`config.mk`:
```
export PLATFORM = sky130hd
export DESIGN_NAME = microwave_timer_dp_flat
export DESIGN_NICKNAME = d
export VERILOG_FILES = /design/src/rtl/microwave_timer_dp_if.sv /design/src/rtl/microwave_timer_dp.sv /design/src/flat_wrapper.sv
export SDC_FILE = /design/constraint.sdc
export NUM_CORES = 1
export LEC_CHECK = 0
export CAP_MARGIN = 30
export CELL_PAD_IN_SITES_DETAIL_PLACEMENT = 1
export CELL_PAD_IN_SITES_GLOBAL_PLACEMENT = 1
export CORE_ASPECT_RATIO = 0.7
export CORE_UTILIZATION = 35
export DETAILED_ROUTE_END_ITERATION = 6
export PLACE_DENSITY_LB_ADDON = 0.3
export SYNTH_ARGS = -nofsm -noshare
export SYNTH_HDL_FRONTEND = slang
export SYNTH_SLANG_ARGS = --single-unit
```
`constraint.sdc`:
```
create_clock -name clk -period 5.2 [get_ports clk]
set_input_delay 1.04 -clock clk [delete_from_list [all_inputs] [get_ports clk]]
set_output_delay 1.04 -clock clk [all_outputs]
set_load 0.005 [all_outputs]
```
`src/rtl/microwave_timer_dp_if.sv`:
```
// Signal bundle between the microwave control unit (master) and the timer datapath (slave).
// sel/run/toggle are levels held by the control unit; btn_up/btn_down are one-cycle pulses;
// all outputs are registered levels, and there is no valid/ready back-pressure on this link.
interface microwave_timer_dp_if;
  logic [1:0] sel;
  logic       run;
  logic       toggle;
  logic       btn_up;
  logic       btn_down;
  logic [6:0] min_val;
  logic [5:0] sec_val;
  logic       finish;
  logic       blink;
  logic       buzzer;

  modport master (
    output sel, run, toggle, btn_up, btn_down,
    input  min_val, sec_val, finish, blink, buzzer
  );

  modport slave (
    input  sel, run, toggle, btn_up, btn_down,
    output min_val, sec_val, finish, blink, buzzer
  );
endinterface

```
`src/rtl/microwave_timer_dp.sv`:
```
// Microwave timer datapath: mm:ss edit, 1 Hz countdown, finish flag, alert blink and buzzer.
// Optional buzzer tone generator enabled by defining MICROWAVE_BUZZER_EN.
module microwave_timer_dp #(
    parameter int SEC_DIV   = 100_000_000,
    parameter int BLINK_DIV = 25_000_000,
    parameter int BUZZ_HALF = 25_000,
    parameter int MAX_MIN   = 99
) (
    input logic                clk,
    input logic                rst,
    microwave_timer_dp_if.slave bus
);

    if (SEC_DIV < 2 || BLINK_DIV < 2 || BUZZ_HALF < 2 || MAX_MIN < 1 || MAX_MIN > 127) begin : g_param_check
        $error("microwave_timer_dp: parameter out of range");
    end

    localparam int SEC_W   = $clog2(SEC_DIV);
    localparam int BLINK_W = $clog2(BLINK_DIV);

    localparam logic [SEC_W-1:0]   SEC_LAST   = SEC_W'(SEC_DIV - 1);
    localparam logic [BLINK_W-1:0] BLINK_LAST = BLINK_W'(BLINK_DIV - 1);
    localparam logic [6:0]         MIN_TOP    = 7'(MAX_MIN);

    logic [SEC_W-1:0]   sec_cnt, sec_cnt_d;
    logic               tick;
    logic [6:0]         min_q, min_d;
    logic [5:0]         sec_q, sec_d;
    logic               finish_q;
    logic [BLINK_W-1:0] blink_cnt, blink_cnt_d;
    logic               blink_q, blink_d;
    logic               toggle_q;
    logic               edit_en, up_only, dn_only;

    assign edit_en = !bus.run && !bus.toggle;
    assign up_only = bus.btn_up && !bus.btn_down;
    assign dn_only = bus.btn_down && !bus.btn_up;
    assign tick    = bus.run && (sec_cnt == SEC_LAST);

    always_comb begin
        sec_cnt_d = '0;
        if (bus.run && !tick) sec_cnt_d = sec_cnt + 1'b1;
    end

    // A tick only happens while running, so it never competes with an edit.
    always_comb begin
        min_d = min_q;
        sec_d = sec_q;
        if (tick) begin
            if (sec_q != 6'd0) begin
                sec_d = sec_q - 6'd1;
            end else if (min_q != 7'd0) begin
                min_d = min_q - 7'd1;
                sec_d = 6'd59;
            end
        end else if (edit_en) begin
            case (bus.sel)
                2'b01: begin
                    if (up_only)      sec_d = (sec_q == 6'd59) ? 6'd0 : sec_q + 6'd1;
                    else if (dn_only) sec_d = (sec_q == 6'd0) ? 6'd59 : sec_q - 6'd1;
                end
                2'b10: begin
                    if (up_only)      min_d = (min_q == MIN_TOP) ? 7'd0 : min_q + 7'd1;
                    else if (dn_only) min_d = (min_q == 7'd0) ? MIN_TOP : min_q - 7'd1;
                end
                default: ;
            endcase
        end
    end

    // toggle_q marks that the previous cycle was already in alert, so entry restarts high.
    always_comb begin
        blink_cnt_d = '0;
        blink_d     = 1'b0;
        if (bus.toggle) begin
            if (!toggle_q) begin
                blink_d = 1'b1;
            end else if (blink_cnt == BLINK_LAST) begin
                blink_d = !blink_q;
            end else begin
                blink_cnt_d = blink_cnt + 1'b1;
                blink_d     = blink_q;
            end
        end
    end

    always_ff @(posedge clk) begin
        if (rst) begin
            sec_cnt   <= '0;
            min_q     <= '0;
            sec_q     <= '0;
            finish_q  <= 1'b0;
            blink_cnt <= '0;
            blink_q   <= 1'b0;
            toggle_q  <= 1'b0;
        end else begin
            sec_cnt   <= sec_cnt_d;
            min_q     <= min_d;
            sec_q     <= sec_d;
            finish_q  <= bus.run && (min_q == 7'd0) && (sec_q == 6'd0);
            blink_cnt <= blink_cnt_d;
            blink_q   <= blink_d;
            toggle_q  <= bus.toggle;
        end
    end

    assign bus.min_val = min_q;
    assign bus.sec_val = sec_q;
    assign bus.finish  = finish_q;
    assign bus.blink   = blink_q;

`ifdef MICROWAVE_BUZZER_EN
    localparam int BUZZ_W = $clog2(BUZZ_HALF);
    localparam logic [BUZZ_W-1:0] BUZZ_LAST = BUZZ_W'(BUZZ_HALF - 1);

    logic [BUZZ_W-1:0] buzz_cnt;
    logic              buzz_q;

    // Gated by the next blink value so the tone lines up with the visible blink-high phase.
    always_ff @(posedge clk) begin
        if (rst || !blink_d) begin
            buzz_cnt <= '0;
            buzz_q   <= 1'b0;
        end else if (!blink_q) begin
            buzz_cnt <= '0;
            buzz_q   <= 1'b1;
        end else if (buzz_cnt == BUZZ_LAST) begin
            buzz_cnt <= '0;
            buzz_q   <= !buzz_q;
        end else begin
            buzz_cnt <= buzz_cnt + 1'b1;
        end
    end

    assign bus.buzzer = buzz_q;
`else
    assign bus.buzzer = 1'b0;
`endif

endmodule

```
`src/flat_wrapper.sv`:
```
// flat-port wrapper written by rule: the top's interface ports become plain ports
module microwave_timer_dp_flat 
#(
    parameter int SEC_DIV   = 100_000_000,
    parameter int BLINK_DIV = 25_000_000,
    parameter int BUZZ_HALF = 25_000,
    parameter int MAX_MIN   = 99
)
  (clk, rst, bus_sel, bus_run, bus_toggle, bus_btn_up, bus_btn_down, bus_min_val, bus_sec_val, bus_finish, bus_blink, bus_buzzer);
  microwave_timer_dp_if bus_i ();
  input logic clk;
  input logic rst;
  input wire logic [$bits(bus_i.sel)-1:0] bus_sel;
  input wire logic [$bits(bus_i.run)-1:0] bus_run;
  input wire logic [$bits(bus_i.toggle)-1:0] bus_toggle;
  input wire logic [$bits(bus_i.btn_up)-1:0] bus_btn_up;
  input wire logic [$bits(bus_i.btn_down)-1:0] bus_btn_down;
  output wire logic [$bits(bus_i.min_val)-1:0] bus_min_val;
  output wire logic [$bits(bus_i.sec_val)-1:0] bus_sec_val;
  output wire logic [$bits(bus_i.finish)-1:0] bus_finish;
  output wire logic [$bits(bus_i.blink)-1:0] bus_blink;
  output wire logic [$bits(bus_i.buzzer)-1:0] bus_buzzer;
  assign bus_i.sel = bus_sel;
  assign bus_i.run = bus_run;
  assign bus_i.toggle = bus_toggle;
  assign bus_i.btn_up = bus_btn_up;
  assign bus_i.btn_down = bus_btn_down;
  assign bus_min_val = bus_i.min_val;
  assign bus_sec_val = bus_i.sec_val;
  assign bus_finish = bus_i.finish;
  assign bus_blink = bus_i.blink;
  assign bus_buzzer = bus_i.buzzer;
  microwave_timer_dp #(.SEC_DIV(SEC_DIV), .BLINK_DIV(BLINK_DIV), .BUZZ_HALF(BUZZ_HALF), .MAX_MIN(MAX_MIN)) u_core (.clk(clk), .rst(rst), .bus(bus_i));
endmodule
```
# == After elaboration in Yosys (flattened, before gate mapping) ==
# Cells that the tools add are included.
# word_totals
register_bits,68
input_bits,8
# classes
n_addsub,6
eq_ne,10
n_mux,20
n_bitwise,3
reduce_logical,26
# op_table
operator,count
$mux W7,9
$mux W6,9
$add A27 B1 Y27 const B,1
$eq A27 B27 Y1 const B,1
$add A25 B1 Y25 const B,1
$eq A25 B25 Y1 const B,1
$add A7 B1 Y7 const B,1
$eq A7 B7 Y1 const B,1
$logic_and A1 B1 Y1,7
$logic_not A7 Y1,1
$reduce_bool A7 Y1,1
$sub A7 B1 Y7 const B,1
$add A6 B1 Y6 const B,1
$eq A6 B6 Y1 const B,1
$logic_not A1 Y1,6
$logic_not A6 Y1,1
$ne A2 B2 Y1 const B,3
$reduce_bool A2 Y1,3
$reduce_bool A6 Y1,1
$sub A6 B1 Y6 const B,1
$reduce_and A5 Y1,1
$reduce_and A4 Y1,1
$reduce_or A2 Y1,2
$reduce_or A4 Y1,1
6 further kinds,9

# == Depth between registers and ports, before layout ==
# Gate-level depths: netlist of the first run.
# logic_depth
word_depth,7
mapped_depth,8
depth_no_buf,8

# == Least setup slack after synthesis of the first run ==
# No wires, ideal clock.
# synth_path
path_type,input-to-reg
start,input bus_btn_down
end,register u_core.sec_q[0] (netlist: u_core.bus.sec_val[0])
setup_time_ps,117
arrival_ps,2252
required_ps,5083
slack_ps,2831
path_stages,7
n_path_buf,0
cell_sequence,inv_1 ha_1 nor3_1 and3b_1 a311oi_4 a31o_1 a22o_1
# synth_via
elab_chain_len,6
word_cells_on_any_way,9
cone_classes,mux: 4; reduce/logical: 5
# synth_rtl
item,line,source
"start, declared",flat_wrapper.sv:17,input wire logic [$bits(bus_i.btn_down)-1:0] bus_btn_down;
$logic_not A1 Y1,microwave_timer_dp.sv:36,assign up_only = bus.btn_up && !bus.btn_down;
$logic_and A1 B1 Y1,microwave_timer_dp.sv:36,
$mux W6,microwave_timer_dp.sv:59,if (up_only) sec_d = (sec_q == 6'd59) ? 6'd0 : sec_q + 6'd1;
$mux W6,microwave_timer_dp.sv:57,case (bus.sel)
$mux W6,microwave_timer_dp.sv:56,end else if (edit_en) begin
$mux W6,microwave_timer_dp.sv:49,if (tick) begin
"end signal, assigned",microwave_timer_dp.sv:91,sec_q <= '0;
"end signal, assigned",microwave_timer_dp.sv:99,sec_q <= sec_d;
"end, declared",microwave_timer_dp.sv:28,"logic [5:0] sec_q, sec_d;"
# Parallel ways exist; a longest one is shown, timed or not. The select of a mux whose other input is x is not followed.
# A chain may end at the register's enable or synchronous reset.

# == Worst setup path after layout of the first run ==
# layout_path
start,input bus_run
end,register u_core.min_q[5] (netlist: u_core.bus.min_val[5])
# layout_via
elab_chain_len,4
word_cells_on_any_way,10
cone_classes,eq/ne: 2; mux: 1; reduce/logical: 7
# layout_rtl
item,line,source
"start, declared",flat_wrapper.sv:14,input wire logic [$bits(bus_i.run)-1:0] bus_run;
$logic_not A1 Y1,microwave_timer_dp.sv:35,assign edit_en = !bus.run && !bus.toggle;
$logic_and A1 B1 Y1,microwave_timer_dp.sv:35,
$reduce_bool A2 Y1 (no source line),-,
$reduce_and A5 Y1 (no source line),-,
"end signal, assigned",microwave_timer_dp.sv:98,min_q <= min_d;
"end, declared",microwave_timer_dp.sv:27,"logic [6:0] min_q, min_d;"
# Parallel ways exist; a longest one is shown, timed or not.

==> results.md, run 1 <==
- Ant diodes: 0
- Share of cells above drive strength 1: 0.0748
- Final setup fails: 0
- Cts bufs inserted: 9
- Reg power frac: 0.429
- Post-CTS sizing: 0
- Fillcell total: 1155
- Main combinational cell family by area after synthesis: simple AND/OR/NAND/NOR gates
- Slowest CP cell: o41ai_4
- Post-route ant nets: 0
- Fmax: 328 MHz
- Initial antenna violation count: 0
- Die Wd: 122 um
- CP max stage delay: 930 ps
- Leak pwr: 1.46 nW
- Synth Area in Compound Gates: 0.122
- Switching share of power: 0.219
- Drt via density: 5.30
- Layout area overhead: 17.3%
- Top post-synthesis cells by area: dfxtp_1, xor2_1, nor2_1, xnor2_1, nand3_1
- Worst-Skew Late Latency: 340 ps
- Synth Area in Adders: 0.0281
- RePlAce Congestion: 0.798
- Pre-antenna DRT Iters: 4
- NumNets Final: 453
- Initial core utilization: 0.363
- Cts hold-fix bufs: 0
- Top Ports: 24
- Final WL: 8760 um
- Peak supply drop: 0.000140 V
- Synth Area in Simple Gates: 0.299
- Area of the multi-input gates: 2060 um^2
- Wire per inst: 15.4 um
- Final hold viol count: 0
- Die ar.: 10600 um^2
- Residual DRC count: 0
- Clock Skew: 6.02 ps
- Core box area: 9800 um^2
- Sequential cell area: 1360 um^2
- Clock power frac: 0.515
- Top cell type's share of synthesized area: 0.383
- Largest net degree at the start of global routing: 28
- Switching power: 0.271 mW
- Max-slew headroom: 0.361
- Post-synthesis cell type count: 59
- Buffer levels on the longest clock path: 2
- Port bufs: 22
- Final worst slack: 2160 ps
- Synth Warn #: 0
- Syn nets: 434
- Place WS: 1850 ps
- Hpwl dp: 6240 um
- Required time worst endpoint: 5480 ps
- Vias: 3017
- Deepest level of the CTS H-tree: 3
- Post-synth EDFFs: 0
- Total of max-cap violations: 0
- Critical Path Start Type: input port
- # Post-CTS Setup Buffers: 0
- Status: finished clean
- Seq/Total Area, Yosys: 0.383
- Crit share post-route: 0.585
- Min Tclk post-route: 3040 ps
- CP top delay family: compound AO/OA/AOI/OAI gates
- Number of global-route vias before repair: 2922
- Async SR Flop Fraction: 0
- Worst EP arrival: 3320 ps
- WS Path Type: input port to register
- CP most frequent cell: a21oi_1
- Syn Inst Count: 418
- Syn_area_per_cell: 8.51 um^2
- Yosys reg bits: 68
- CP Max Fanout: 14
- Combinational power share: 0.056
- CP Cell Sequence: clkdlybuf4s50_1, inv_1, o41ai_4, a21oi_1, a21oi_1, o221a_2
- Final Max Tran Viols: 0
- RSZ-0062 raised after global routing: false
- CTS Sinks: 68
- Clock transition at the registers of the reported paths: 50 ps
- Mapped cell area: 3560 um^2
- First-pass GRT wire length: 14500 um
- Synth area leader: dfxtp_1
- Height of the die: 86.3 um
- Rows: 30
- CTS tree: built
- Multiplexer share of the synthesized area: 0
- DRT iter0 DRCs: 84
- Crit path buffers/inverters: 2
- Worst Max-Slew Pin Slew: 955 ps
- Setup TNS: 0 ps
- Root Buffer: clkbuf_16
- Worst Hold Class: register to register
- Internal power: 0.968 mW
- Synth Flop Type: dfxtp_1
- All-Layer GR Usage: 0.178
- Crit. End Element: register
- GRT Residual Overflow: 0
- PwrDens: 297 nW/um^2
- Post-synthesis xor/xnor area fraction: 0.131
per-stage QoR:
| step | power (mW) | area [um^2] | util | cells | hold slack, ps |
|---|---|---|---|---|---|
| 6_report | 1.24 | 4170 | 0.426 | 569 | 448 |
| 4_1_cts | 1.26 | 4170 | 0.426 | 569 | 450 |
| 5_1_grt | 1.29 | 4170 | 0.426 | 569 | 475 |
| 3_5_place_dp | 0.613 | 3870 | 0.395 | 554 | 438 |
| 3_3_place_gp | 0.611 | 3870 | 0.395 | 554 | 432 |
| 2_1_floorplan | 0.587 | 3560 | - | 418 | 416 |
worst register-to-register path, cell delays in order (launching register included):
cell and delay (ps):
dfxtp_1 360, ha_1 240, and4_1 280, nand2_1 240
o41ai_4 940, a21oi_1 130, a21oi_1 160, o221a_2 190
sequential cells by signal, summed over array words and instances (netlist names):
name	count
u_core.bus.min_val	7
u_core.bus.sec_val	6
u_core.bus.blink	1
u_core.sec_cnt	27
u_core.bus.finish	1
u_core.blink_cnt	25
u_core.toggle_q	1
cell usage in the layout (no fill, tap or decap), drive strengths merged, types with 8 or more instances in the layout:
| master | Yosys | layout |
|---|---|---|
| inv | 16 | 16 |
| and4 | 8 | 8 |
| xor2 | 34 | 34 |
| clkdlybuf4s50 | 0 | 22 |
| and3 | 14 | 14 |
| nand4 | 16 | 16 |
| dfxtp | 68 | 68 |
| ha | 8 | 8 |
| nand3 | 23 | 23 |
| o21ai | 8 | 8 |
| clkbuf | 6 | 9 |
| xnor2 | 19 | 19 |
| nand2 | 28 | 28 |
| nor2 | 70 | 70 |
| a21oi | 18 | 18 |
| nor3 | 16 | 16 |
path summary, 6_finish.rpt:
path	slack (ps)	endpoint	from	depth (start not counted)
min	450	u_core.bus.blink$_SDFFE_PP0P_	u_core.toggle_q$_SDFF_PP0_	1
max reg2reg	2600	u_core.bus.min_val[5]$_SDFFE_PP0P_	u_core.sec_cnt[0]$_SDFF_PP0_	7
min reg2reg	450	u_core.bus.blink$_SDFFE_PP0P_	u_core.toggle_q$_SDFF_PP0_	1
max	2160	u_core.bus.min_val[5]$_SDFFE_PP0P_	bus_run	6
synthesized netlist by cell type, types with 3 or more instances:
cell type / count
or3_1: 4
inv_1: 16
xor2_1: 34
nand4_1: 16
o21ai_0: 8
and4_1: 8
and3_1: 12
nor4_1: 3
nor2_1: 70
clkbuf_1: 6
dfxtp_1: 68
nand3_1: 23
nor2b_1: 3
a31oi_1: 3
o32ai_1: 3
xnor2_1: 19
buf_2: 5
a21oi_1: 18
nand2_1: 27
nor3_1: 14
ha_1: 8
cells by family (layout without fill, tap and decap cells):
family / after synthesis / count (layout)
and+or+nand+nor: 203 / 203
other: 1 / 1
adders and majority gates: 8 / 8
xor gates and xnor gates: 53 / 53
DFF: 68 / 68
AOI/OAI and AO/OA: 55 / 55
buffers and inverters: 30 / 53
cell type report:
type | instances | share of cell area
clock buffer | 9 | 0.0540
clock inverter | 6 | 0.0192
inverter | 16 | 0.0144
multi-input combinational | 320 | 0.495
sequential | 68 | 0.326
tap | 128 | 0.0384
timing repair buffer | 22 | 0.0528
per-layer routing:
layer / vias up / GRT usage / part of all wire
met2: 35 / 0.266 / 0.45
met1: 1455 / 0.242 / 0.51
met4: 0 / 0.0610 / 0.011
met3: 8 / 0.0533 / 0.030
li1: 1519 / - / -
met5: - / 0 / 0
power groups by stage:
| stage | logic (mW) | clock network, mW | registers [mW] |
|---|---|---|---|
| after floorplan | 0.0466 | 0 | 0.541 |
| after global placement | 0.0676 | 0 | 0.543 |
| after detailed placement | 0.0694 | 0 | 0.543 |
| after CTS | 0.0695 | 0.655 | 0.532 |
| after global routing | 0.0759 | 0.679 | 0.532 |
| final | 0.0695 | 0.638 | 0.532 |
No activity file was read; power rests on OpenSTA's default activity.
==> run 2, diff against run 1 <==
- clock period: 5.2 -> 2.5 ns (I/O delays scaled with it)
==> run 2 against run 1 <==
  * Non-clock buffer count grew 16
  * Combinational power grew 130%
  * Utilization grew 1.3 points
  * Register-to-register slack lost 2400 ps
  * Final cell count grew 3.0%
  * Routed wire length grew 0.67%
  * Worst hold slack gained 4.3 ps
  * Via count grew 2.3%
  * Critical endpoint is now u_core.bus.sec_val[0]$_SDFFE_PP0P_
  * Sequential power grew 110%
  * Largest power group unchanged
  * Highest routed layer unchanged
  * Setup slack lost 2000 ps
==> results.md, run 2 (synthesized netlist as in run 1, its figures left out) <==
- Number of global-route vias before repair: 3052 (was 2922)
- Top reg by flops: u_core.sec_cnt (unchanged)
- Port bufs: 22 (unchanged)
- Final hold viol count: 0 (unchanged)
- Die ar.: 10600 um^2 (unchanged)
- Deepest level of the CTS H-tree: 3 (unchanged)
- Status: finished clean (unchanged)
- Worst-Skew Late Latency: 340 ps (about the same)
- Layout area overhead: 20.9% (was 17.3%)
- Top Ports: 24 (unchanged)
- Root Buffer: clkbuf_16 (unchanged)
- Drt via density: 5.26 (was 5.30)
- Share of cells above drive strength 1: 0.109 (was 0.0748)
- DRT iter0 DRCs: 164 (was 84)
- Total of max-cap violations: 0 (unchanged)
- Final setup fails: 0 (unchanged)
- Clock transition at the registers of the reported paths: 60 ps (was 50 ps)
- Max-slew headroom: 0.565 (was 0.361)
- Critical Path Start Type: register (was input port)
- Initial core utilization: 0.363 (unchanged)
- Leak pwr: 1.54 nW (was 1.46 nW)
- CP Cell Sequence: inv_1, ha_1, or4b_4, nor3_4, nand2_2, a311oi_4, a31o_1, a22o_1 (was clkdlybuf4s50_1, inv_1, o41ai_4, a21oi_1, a21oi_1, o221a_2)
- Core box area: 9800 um^2 (unchanged)
- Cts bufs inserted: 9 (unchanged)
- Pre-antenna DRT Iters: 4 (unchanged)
- Setup TNS: 0 ps (unchanged)
- Sequential cell area: 1360 um^2 (unchanged)
- Hpwl dp: 6290 um (was 6240 um)
- Min Tclk post-route: 2330 ps
- Required time worst endpoint: 2780 ps (was 5480 ps)
- Place WS: 68.7 ps (was 1850 ps)
- Largest register FFs: 27 (unchanged)
- Fmax: 429 MHz
- All-Layer GR Usage: 0.184 (was 0.178)
- Initial antenna violation count: 0 (unchanged)
- GRT Residual Overflow: 0 (unchanged)
- Wire per inst: 15.0 um (was 15.4 um)
- Die Wd: 122 um (unchanged)
- Fillcell total: 1159 (was 1155)
- Clock Skew: 6.19 ps (was 6.02 ps)
- Post-CTS sizing: 0 (unchanged)
- Final WL: 8820 um (was 8760 um)
- CP max stage delay: 510 ps (was 930 ps)
- CTS Sinks: 68 (unchanged)
- Most frequent cells in the layout: nor2_1, dfxtp_1, xor2_1 (unchanged)
- CP Max Fanout: 6 (was 14)
- Commonest non-fill, non-tap cell in the layout: nor2_1 (unchanged)
- Cts hold-fix bufs: 0 (unchanged)
- Worst Max-Slew Pin Slew: 647 ps (was 955 ps)
- Area of the multi-input gates: 2060 um^2 (unchanged)
- Vias: 3085 (was 3017)
- RSZ-0062 raised after global routing: false (unchanged)
- First-pass GRT wire length: 15100 um (was 14500 um)
- Worst EP arrival: 2610 ps (was 3320 ps)
- RePlAce Congestion: 0.836 (was 0.798)
- # Post-CTS Setup Buffers: 0 (unchanged)
- Worst Hold Class: register to register (unchanged)
- NumNets Final: 469 (was 453)
- Crit share post-route: 0.932
- Post-route ant nets: 0 (unchanged)
- Slowest CP cell: or4b_4 (was o41ai_4)
- Ant diodes: 0 (unchanged)
- Crit. End Element: register (unchanged)
- Final Max Tran Viols: 0 (unchanged)
- CTS tree: built (unchanged)
- WS Path Type: register to register (was input port to register)
- Height of the die: 86.3 um (unchanged)
- Tot Pwr: 2.55 mW (was 1.24 mW)
- Residual DRC count: 0 (unchanged)
- Peak supply drop: 0.000371 V (was 0.000140 V)
- Largest net degree at the start of global routing: 28 (unchanged)
- PwrDens: 592 nW/um^2 (was 297 nW/um^2)
- Buffer levels on the longest clock path: 2 (unchanged)
- Final worst slack: 170 ps (was 2160 ps)
- Rows: 30 (unchanged)
## run 2: per-stage QoR
stage	instances	hold slack, ps	utilization	instance area, um^2
4_1_cts	586	460	0.439	4300
3_5_place_dp	570	447	0.408	4000
3_3_place_gp	570	429	0.408	4000
6_report	586	453	0.439	4300
2_1_floorplan	418	416	-	3560
5_1_grt	586	491	0.439	4300
## run 2: layout make-up
cell class	instances	area share
Multi-Input combinational cell	320	0.480
Tap cell	128	0.0372
Timing Repair Buffer	38	0.0820
Inverter	16	0.0140
Sequential cell	68	0.317
Clock buffer	9	0.0524
Clock inverter	7	0.0177
## run 2: worst paths after layout
check | from | endpoint | slack, ps | cells past startpoint
setup / recovery | u_core.bus.min_val[1]$_SDFFE_PP0P_ | u_core.bus.sec_val[0]$_SDFFE_PP0P_ | 170 | 8
hold / removal | u_core.sec_cnt[0]$_SDFF_PP0_ | u_core.sec_cnt[0]$_SDFF_PP0_ | 450 | 1
setup reg to reg | u_core.bus.min_val[1]$_SDFFE_PP0P_ | u_core.bus.sec_val[0]$_SDFFE_PP0P_ | 170 | 8
hold reg to reg | u_core.sec_cnt[0]$_SDFF_PP0_ | u_core.sec_cnt[0]$_SDFF_PP0_ | 450 | 1
## run 2: critical path: cells and delay by family, from the launching register on
kind	cells	cell delay (ps)
compound gates	3	730
fa+ha+maj	1	230
flops	1	310
simple gates	3	900
buf+inv	1	90
## run 2: where the power goes
part / internal (mW) / total [mW] / switching (mW)
combinational: 0.0715 / 0.163 / 0.0916
sequential: 1.09 / 1.10 / 0.00977
clock: 0.776 / 1.28 / 0.504
total: 1.94 / 2.55 / 0.605
## run 2: routing by layer
layer / routed length, um / track usage / vias up
met2: 3800 / 0.272 / 28
li1: - / - / 1550
met5: 0 / 0 / -
met1: 4640 / 0.260 / 1500
met3: 301 / 0.0572 / 7
met4: 76 / 0.0421 / 0
